===== src/rtl/jof32_pipe_pkg.sv =====
// Shared encodings for the JOF32 pipeline sequencer: FSM states, bypass select codes
// and the default register-address width.
package jof32_pipe_pkg;

   localparam int DEF_REG_ADDR_W = 4;

   localparam logic [1:0] ST_RUN      = 2'd0;
   localparam logic [1:0] ST_MEM_WAIT = 2'd1;
   localparam logic [1:0] ST_FLUSH    = 2'd2;
   localparam logic [1:0] ST_ERROR    = 2'd3;

   localparam logic [1:0] FWD_RF  = 2'b00;
   localparam logic [1:0] FWD_WB  = 2'b01;
   localparam logic [1:0] FWD_MEM = 2'b10;

endpackage


===== src/rtl/jof32_fwd_unit.sv =====
// EX operand bypass select for one source register; the younger MEM result wins over WB.
module jof32_fwd_unit
   import jof32_pipe_pkg::*;
#(
   parameter int REG_ADDR_W = DEF_REG_ADDR_W
) (
   input  logic [REG_ADDR_W-1:0] ex_rs,
   input  logic [REG_ADDR_W-1:0] mem_dir_wb,
   input  logic                  mem_reg_wr,
   input  logic [REG_ADDR_W-1:0] wb_dir_wb,
   input  logic                  wb_reg_wr,
   output logic [1:0]            fwd
);

   always_comb begin
      fwd = FWD_RF;
      if (mem_reg_wr && (mem_dir_wb == ex_rs))
         fwd = FWD_MEM;
      else if (wb_reg_wr && (wb_dir_wb == ex_rs))
         fwd = FWD_WB;
   end

endmodule


===== src/rtl/jof32_hazard_ctrl.sv =====
// JOF32 pipeline sequencer: stage enables/flushes for memory stalls, taken branches and
// load-use bubbles, plus EX operand bypass selection.
module jof32_hazard_ctrl
   import jof32_pipe_pkg::*;
#(
   parameter int REG_ADDR_W   = DEF_REG_ADDR_W,
   parameter int FLUSH_CYCLES = 1,
   parameter int MEM_TIMEOUT  = 255
) (
   input  logic                  clk,
   input  logic                  rst,
   input  logic [REG_ADDR_W-1:0] id_rs1,
   input  logic [REG_ADDR_W-1:0] id_rs2,
   input  logic                  id_use_rs1,
   input  logic                  id_use_rs2,
   input  logic [REG_ADDR_W-1:0] ex_rs1,
   input  logic [REG_ADDR_W-1:0] ex_rs2,
   input  logic [REG_ADDR_W-1:0] ex_dir_wb,
   input  logic                  ex_reg_wr,
   input  logic                  ex_mem_rd,
   input  logic [REG_ADDR_W-1:0] mem_dir_wb,
   input  logic                  mem_reg_wr,
   input  logic [REG_ADDR_W-1:0] wb_dir_wb,
   input  logic                  wb_reg_wr,
   input  logic                  branch_taken,
   input  logic                  mem_req,
   input  logic                  mem_ack,
   output logic                  pc_en,
   output logic                  if_id_en,
   output logic                  id_ex_en,
   output logic                  ex_mem_en,
   output logic                  mem_wb_en,
   output logic                  if_id_flush,
   output logic                  id_ex_flush,
   output logic [1:0]            fwd_a,
   output logic [1:0]            fwd_b,
   output logic                  mem_timeout,
   output logic [1:0]            state_o
);

   logic [1:0] state, state_n;
   logic [7:0] cnt, cnt_n;
   logic       err_q, err_n;
   logic [8:0] cnt_inc;
   logic       load_use, run_cycle;
   logic [4:0] en_d;       // {pc, if_id, id_ex, ex_mem, mem_wb}
   logic [1:0] flush_d;    // {if_id, id_ex}
   logic [1:0] fwd_a_raw, fwd_b_raw;

   assign cnt_inc  = {1'b0, cnt} + 9'd1;
   assign load_use = ex_mem_rd && ex_reg_wr &&
                     ((id_use_rs1 && (id_rs1 == ex_dir_wb)) ||
                      (id_use_rs2 && (id_rs2 == ex_dir_wb)));

   always_comb begin
      state_n   = state;
      cnt_n     = cnt;
      err_n     = err_q;
      en_d      = 5'b00000;
      flush_d   = 2'b00;
      run_cycle = 1'b0;
      case (state)
         ST_RUN: begin
            if (mem_req && !mem_ack) begin
               state_n = ST_MEM_WAIT;
               cnt_n   = 8'd1;
            end else begin
               run_cycle = 1'b1;
            end
         end
         ST_MEM_WAIT: begin
            if (mem_ack) begin
               run_cycle = 1'b1;
               cnt_n     = 8'd0;
            end else begin
               cnt_n = cnt_inc[7:0];
               if (cnt_inc >= 9'(MEM_TIMEOUT)) begin
                  state_n = ST_ERROR;
                  err_n   = 1'b1;
               end
            end
         end
         ST_FLUSH: begin
            en_d    = 5'b11111;
            flush_d = 2'b11;
            if (cnt <= 8'd1) begin
               state_n = ST_RUN;
               cnt_n   = 8'd0;
            end else begin
               cnt_n = cnt - 8'd1;
            end
         end
         default: begin
            err_n = 1'b1;
         end
      endcase

      // A completed access (or no access) is decoded with ordinary branch/load-use rules.
      if (run_cycle) begin
         state_n = ST_RUN;
         if (branch_taken) begin
            en_d    = 5'b11111;
            flush_d = 2'b11;
            if (FLUSH_CYCLES > 1) begin
               state_n = ST_FLUSH;
               cnt_n   = 8'(FLUSH_CYCLES - 1);
            end
         end else if (load_use) begin
            en_d    = 5'b00111;
            flush_d = 2'b01;
         end else begin
            en_d = 5'b11111;
         end
      end
   end

   always_ff @(posedge clk or posedge rst) begin
      if (rst) begin
         state <= ST_RUN;
         cnt   <= 8'd0;
         err_q <= 1'b0;
      end else begin
         state <= state_n;
         cnt   <= cnt_n;
         err_q <= err_n;
      end
   end

   jof32_fwd_unit #(.REG_ADDR_W(REG_ADDR_W)) u_fwd_a (
      .ex_rs      (ex_rs1),
      .mem_dir_wb (mem_dir_wb),
      .mem_reg_wr (mem_reg_wr),
      .wb_dir_wb  (wb_dir_wb),
      .wb_reg_wr  (wb_reg_wr),
      .fwd        (fwd_a_raw)
   );

   jof32_fwd_unit #(.REG_ADDR_W(REG_ADDR_W)) u_fwd_b (
      .ex_rs      (ex_rs2),
      .mem_dir_wb (mem_dir_wb),
      .mem_reg_wr (mem_reg_wr),
      .wb_dir_wb  (wb_dir_wb),
      .wb_reg_wr  (wb_reg_wr),
      .fwd        (fwd_b_raw)
   );

   // Reset forces a frozen, fully flushed pipe regardless of the decode.
   assign {pc_en, if_id_en, id_ex_en, ex_mem_en, mem_wb_en} = rst ? 5'b00000 : en_d;
   assign {if_id_flush, id_ex_flush} = rst ? 2'b11 : flush_d;
   assign fwd_a       = rst ? FWD_RF : fwd_a_raw;
   assign fwd_b       = rst ? FWD_RF : fwd_b_raw;
   assign mem_timeout = err_q;
   assign state_o     = state;

endmodule

===== config.mk =====
export PLATFORM = sky130hd
export DESIGN_NAME = jof32_hazard_ctrl
export DESIGN_NICKNAME = d
export VERILOG_FILES = /design/src/rtl/jof32_pipe_pkg.sv /design/src/rtl/jof32_fwd_unit.sv /design/src/rtl/jof32_hazard_ctrl.sv
export SDC_FILE = /design/constraint.sdc
export NUM_CORES = 1
export LEC_CHECK = 0
export ABC_CLOCK_PERIOD_IN_PS = 4400
export CORE_MARGIN = 5
export CORE_UTILIZATION = 48
export DETAILED_ROUTE_END_ITERATION = 12
export PLACE_DENSITY = 0.86
export SLEW_MARGIN = 10
export SYNTH_ARGS = -nofsm -noshare
export SYNTH_HDL_FRONTEND = slang
export SYNTH_SLANG_ARGS = --single-unit

===== constraint.sdc =====
create_clock -name clk -period 4.4 [get_ports clk]
set_clock_uncertainty 0.2 [all_clocks]
set_input_delay 0.66 -clock clk [delete_from_list [all_inputs] [get_ports clk]]
set_output_delay 0.66 -clock clk [all_outputs]
set_load 0.01 [all_outputs]

Yosys cells after proc, flatten, opt, wreduce, memory -nomap -nowiden
Index checks and enable logic that the tools add are counted.
{"block": "op_classes", "n_eq_ne": 15, "addsub": 2, "n_lt_le_gt_ge": 2, "n_bitwise": 1, "reduce_logical": 18, "n_mux": 32}
{"operator": "$mux 2", "n": 14}
{"operator": "$mux 5", "n": 5}
{"operator": "$eq 4x4->1", "n": 6}
{"operator": "$mux 8", "n": 3}
{"operator": "$pmux 8 s3", "n": 1}
{"operator": "$ne 3x3->1 const B", "n": 4}
{"operator": "$add 8x1->9 const B", "n": 1}
{"operator": "$ge 9x8->1 const B", "n": 1}
{"operator": "$logic_and 1x1->1", "n": 9}
{"operator": "$le 8x1->1 const B", "n": 1}
{"operator": "$sub 8x1->8 const B", "n": 1}
{"operator": "$mux 1", "n": 6}
{"operator": "$ne 2x2->1 const B", "n": 3}
{"operator": "$pmux 2 s3", "n": 1}
{"operator": "$reduce_and 5->1", "n": 1}
{"operator": "$pmux 1 s2", "n": 2}
{"operator": "$reduce_bool 4->1", "n": 1}
{"operator": "$reduce_and 3->1", "n": 1}
{"operator": "$reduce_bool 3->1", "n": 1}
{"operator": "$eq 2x1->1 const B", "n": 1}
{"operator": "$eq 2x2->1 const B", "n": 1}
{"operator": "$logic_not 2->1", "n": 1}
{"operator": "$reduce_and 2->1", "n": 1}
{"operator": "$reduce_or 2->1", "n": 1}
{"operator": "3 further kinds", "n": 3}
{"block": "word_totals", "ff_bits": 11, "output_inout_bits": 14, "in_bits": 39}

Logic depth before layout (Yosys ltp)
{"block": "depth", "ltp_word": 8, "ltp_mapped": 8, "mapped_depth_nobuf": 7}

Hierarchy
Synthesis repeated with hierarchy kept, for this count alone.
{"block": "unflattened", "cells_unflattened": 189, "hier_area_um2": 1488.9}
{"module": "jof32_hazard_ctrl", "n_inst": 1, "cells_per_inst": 157, "area_per_inst_um2": 1258.7, "seq_area_each_um2": 275.3}
{"module": "jof32_fwd_unit", "n_inst": 2, "cells_per_inst": 16, "area_per_inst_um2": 115.1, "seq_area_each_um2": 0.0}

Least setup slack after synthesis
OpenSTA, ideal clock, no wires.
{"block": "synth_timing", "kind": "reg2out", "from": "register state[1] (netlist: state_o[1])", "to": "output pc_en", "required_ps": 3540, "t_arrival_ps": 1931, "slack_ps": 1609, "path_stages_with_launch": 8, "path_cell_list": "dfrtp_1 > inv_1 > ha_1 > inv_1 > o21ai_1 > nor2_1 > a311oi_1 > buf_4"}
{"block": "synth_between", "elab_chain_cells": 4, "elab_cells_between_ends": 7}
{"item": "start, declared", "line": "jof32_hazard_ctrl.sv:41", "rtl": "logic [1:0] state, state_n;"}
{"item": "start signal, assigned", "line": "jof32_hazard_ctrl.sv:123", "rtl": "state <= state_n;"}
{"item": "$eq 2x1->1 (tied with other cells)", "line": "jof32_hazard_ctrl.sv:62", "rtl": "case (state)"}
{"item": "$pmux 1 s2 / $mux 5 (equally long branches)", "line": "jof32_hazard_ctrl.sv:62"}
{"item": "$mux 5 *", "line": "jof32_hazard_ctrl.sv:99", "rtl": "if (run_cycle) begin"}
{"item": "$mux 5 *", "line": "jof32_hazard_ctrl.sv:148", "rtl": "assign {pc_en, if_id_en, id_ex_en, ex_mem_en, mem_wb_en} = rst ? 5'b00000 : en_d;"}
{"item": "end, declared", "line": "jof32_hazard_ctrl.sv:28", "rtl": "output logic pc_en,"}
Every way passes the cells marked *; elsewhere a longest branch is shown, timed or not.

Worst setup path in the final report
{"block": "layout_timing", "from": "register state[1] (netlist: state_o[1])", "to": "output id_ex_en"}
{"block": "layout_between", "elab_chain_cells": 4, "elab_cells_between_ends": 7}
{"item": "$eq 2x1->1 (tied with other cells)", "line": "jof32_hazard_ctrl.sv:62"}
{"item": "$pmux 1 s2 / $mux 5 (equally long branches)", "line": "jof32_hazard_ctrl.sv:62"}
{"item": "$mux 5 *", "line": "jof32_hazard_ctrl.sv:99"}
{"item": "$mux 5 *", "line": "jof32_hazard_ctrl.sv:148"}
{"item": "end, declared", "line": "jof32_hazard_ctrl.sv:30", "rtl": "output logic id_ex_en,"}
Marked as above.

==> results.toml <==
[run_status]
run_status = "completed"

[synthesis]
async_flop_share_pct = 100.0
yosysMostFrequentCell = "xor2_1"
synthMuxAreaShare_pct = 2.172
yosys.area_share.simple_pct = 20.81
synth_top_family_by_area = "compound AO/OA/AOI/OAI gates"
ys_types = 49
yosysTopAreaCellShare_pct = 19.91
syn-num-nets = 218
synth-seq-area-share_pct = 19.91
synth_top_cell_by_area = "dfrtp_1"
synth-edff-count = 0
postSynthCellCount = 169
ys_seq_elements = 11
synthTopCellsByCount = "xor2_1 (19), inv_1 (14), dfrtp_1 (11)"
synth_area_leaders = "dfrtp_1 (20%), xor2_1 (12%), ha_1 (9.0%), xnor2_1 (5.1%), inv_1 (3.8%)"
synth-adder-area-share_pct = 9.050
netlist_area_um2 = 1383
avgSynthCellArea_um2 = 8.181
synthXorXnorAreaFrac_pct = 17.10
synthFlopType = "dfrtp_1"
synth_compound_area_share_pct = 23.44
yosys_warnings = 0

[finish]
syn2layout_area_growth_pct = 38.64
diodes = 0
fillCellCount = 233
multi_input_area_um2 = 1003
drive_above_1_share_pct = 4.147
seq_area_um2 = 275.3
nets = 267

[floorplan]
ios = 53
start_util_pct = 50.14
chipHeight_um = 63.67
core-area_um2 = 2758
die_area_um2 = 4054
rows = 19
die_w_um = 63.67

[setup_path]
cpMostUsedCell = "inv_1"
worstSetupPathType = "flip-flop to output pin"
path_delay_family = "buffers and inverters"
crit_path_top_delay_cell = "clkdlybuf4s50_1"
reg2reg_to = "cnt[6]$_DFFE_PP0P_"
crit_chain = "inv_1 -> ha_1 -> inv_1 -> o21ai_1 -> nor2_1 -> a211oi_1 -> clkdlybuf4s50_1"
regToRegSetupSlack_ns = 2.04
rr_startpoint = "cnt[0]$_DFFE_PP0P_"
start_kind = "flip-flop"
worstRegToRegCells = 7
cpPeakStageDelay_ns = 0.62
end_kind = "output pin"
cp.arrival_ns = 2.81
crit_fanout = 9
crit_buf_inv = 3
cp_data_required_time_ns = 3.54

[hold_path]
hold_start = "mem_timeout$_DFFE_PP0P_"
holdPathStages = 2
min_path_type = "flip-flop to flip-flop"
holdPathEnd = "mem_timeout$_DFFE_PP0P_"

[route]
drtPass1Iterations = 4
final_antenna_net_count = 0
viasPerCell = 5.883
drc = 0
routed_wl_um = 4141
num_vias = 1459
drtIter0Drc = 76
wl_per_cell_um = 16.70

[timing]
hold_ws_ns = 0.2836
final_max_slew_viol_count = 0
tns_ns = 0
min_period_ns = 3.667
final-setup-viol-count = 0
relSlewSlack_pct = 60.85
finalHoldViolCount = 0
fmax_ghz = 0.2727
worst_slew_pin_slew_ns = 0.5833
period_share_pct = 83.33
rsz0062_at_grt = "false"

[clocking]
cts_root_buf = "clkbuf_4"
cts_buffers = 3
ctsResizeCount = 0
path_clk_slew_ns = 0.08
cts.htree.levels = 1
cts_setup_buffers = 0
cts_tree = "built"
clock_latency_ns = 0.28
cts-hold-fix-buffers = 0
cts_sinks = 11
clk_path_buf_depth = 2

[placed_design]
dp_hpwl_um = 3340
port_buffers = 52
place.gp.congestion = 0.9208

[global_routing]
overflow = 0
grt_pass1_vias = 1487
globalRouteTotalUtil_pct = 20.69
grt_max_degree = 16
grt_pass1_wl_um = 6886
antenna_found_initial = 0

[pwr]
ir_drop_mv = 0.2754
p_per_area_nw_per_um2 = 295.9
p_leak_nw = 0.8145

[run]
cap_violations = 0
==> tightest hold or removal path: stages (launching register included) <==
cell     delay, ns
dfrtp_1       0.35
nor2_1        0.05
o41ai_1       0.05
==> layout make-up <==
class	instances	share of cell area (%)
Multi-Input combinational cell	136	52.35
Timing Repair Buffer	52	27.15
Sequential cell	11	14.36
Inverter	14	2.742
Tap cell	31	2.023
Clock buffer	4	1.371
==> registers in the layout (all words and copies together), names as in the netlist <==
register     flops
cnt              8
mem_timeout      1
state_o          2
==> metrics by stage <==
| stage | instance area [µm²] | worst slack (ns) | util [%] | instances | power (mW) |
|---|---|---|---|---|---|
| 2_1_floorplan | 1383 | 1.609 | - | 169 | 0.3589 |
| 3_3_place_gp | 1891 | 0.8793 | 68.56 | 244 | 0.4714 |
| 3_5_place_dp | 1891 | 0.8292 | 68.56 | 244 | 0.4878 |
| 4_1_cts | 1917 | 0.7546 | 69.51 | 248 | 0.5625 |
| 5_1_grt | 1917 | 0.5529 | 69.51 | 248 | 0.6146 |
| 6_report | 1917 | 0.7333 | 69.51 | 248 | 0.5671 |
==> report_power, final <==
part | switching [mW] | internal, mW
logic | 0.192 | 0.163
registers | 0.0236 | 0.113
clock network | 0.0402 | 0.0353
==> cell usage in the layout (no fill, tap or decap), types with 2 or more instances in the layout <==
cell,n
clkbuf_4,3
a21oi_1,4
a21o_1,2
clkdlybuf4s50_1,52
o22ai_1,6
a211oi_1,3
and3_1,3
o31ai_1,4
or4_1,2
nand2_1,3
xnor2_1,8
mux2i_1,3
nor3_1,7
nand3_1,8
nand4_1,2
ha_1,10
inv_1,14
o21ai_1,2
xor2_1,19
nand2b_1,4
nor2b_1,3
a22o_1,6
nor2_1,9
o21ai_0,6
dfrtp_1,11
==> kinds of logic after synthesis <==
group           count (synthesis)
compound gates                 45
xor+xnor                       27
fa+ha+maj                      10
buf+inv                        22
flops                          11
mux                             3
simple gates                   51
==> worst max-delay path by stage <==
stage,startpoint,to,slack [ns],depth (start not counted)
2_1_floorplan,state_o[1]$_DFFE_PP0P_,pc_en,1.61,7
3_3_place_gp,ex_dir_wb[1],id_ex_flush,0.88,7
3_5_place_dp,ex_dir_wb[1],id_ex_flush,0.83,7
4_1_cts,state_o[1]$_DFFE_PP0P_,id_ex_en,0.75,7
5_1_grt,state_o[1]$_DFFE_PP0P_,mem_wb_en,0.55,7
6_report,state_o[1]$_DFFE_PP0P_,id_ex_en,0.73,7
==> metal layers <==
| metal | GRT usage [%] | vias up | routed length, µm |
|---|---|---|---|
| met1 | 24.38 | 692 | 1729 |
| met2 | 37.82 | 46 | 2160 |
| met3 | 4.263 | 7 | 206 |
| met4 | 4.675 | 0 | 45 |
| met5 | 0 | - | 0 |
| li1 | - | 714 | - |
Power figures use the tool's default switching activity.
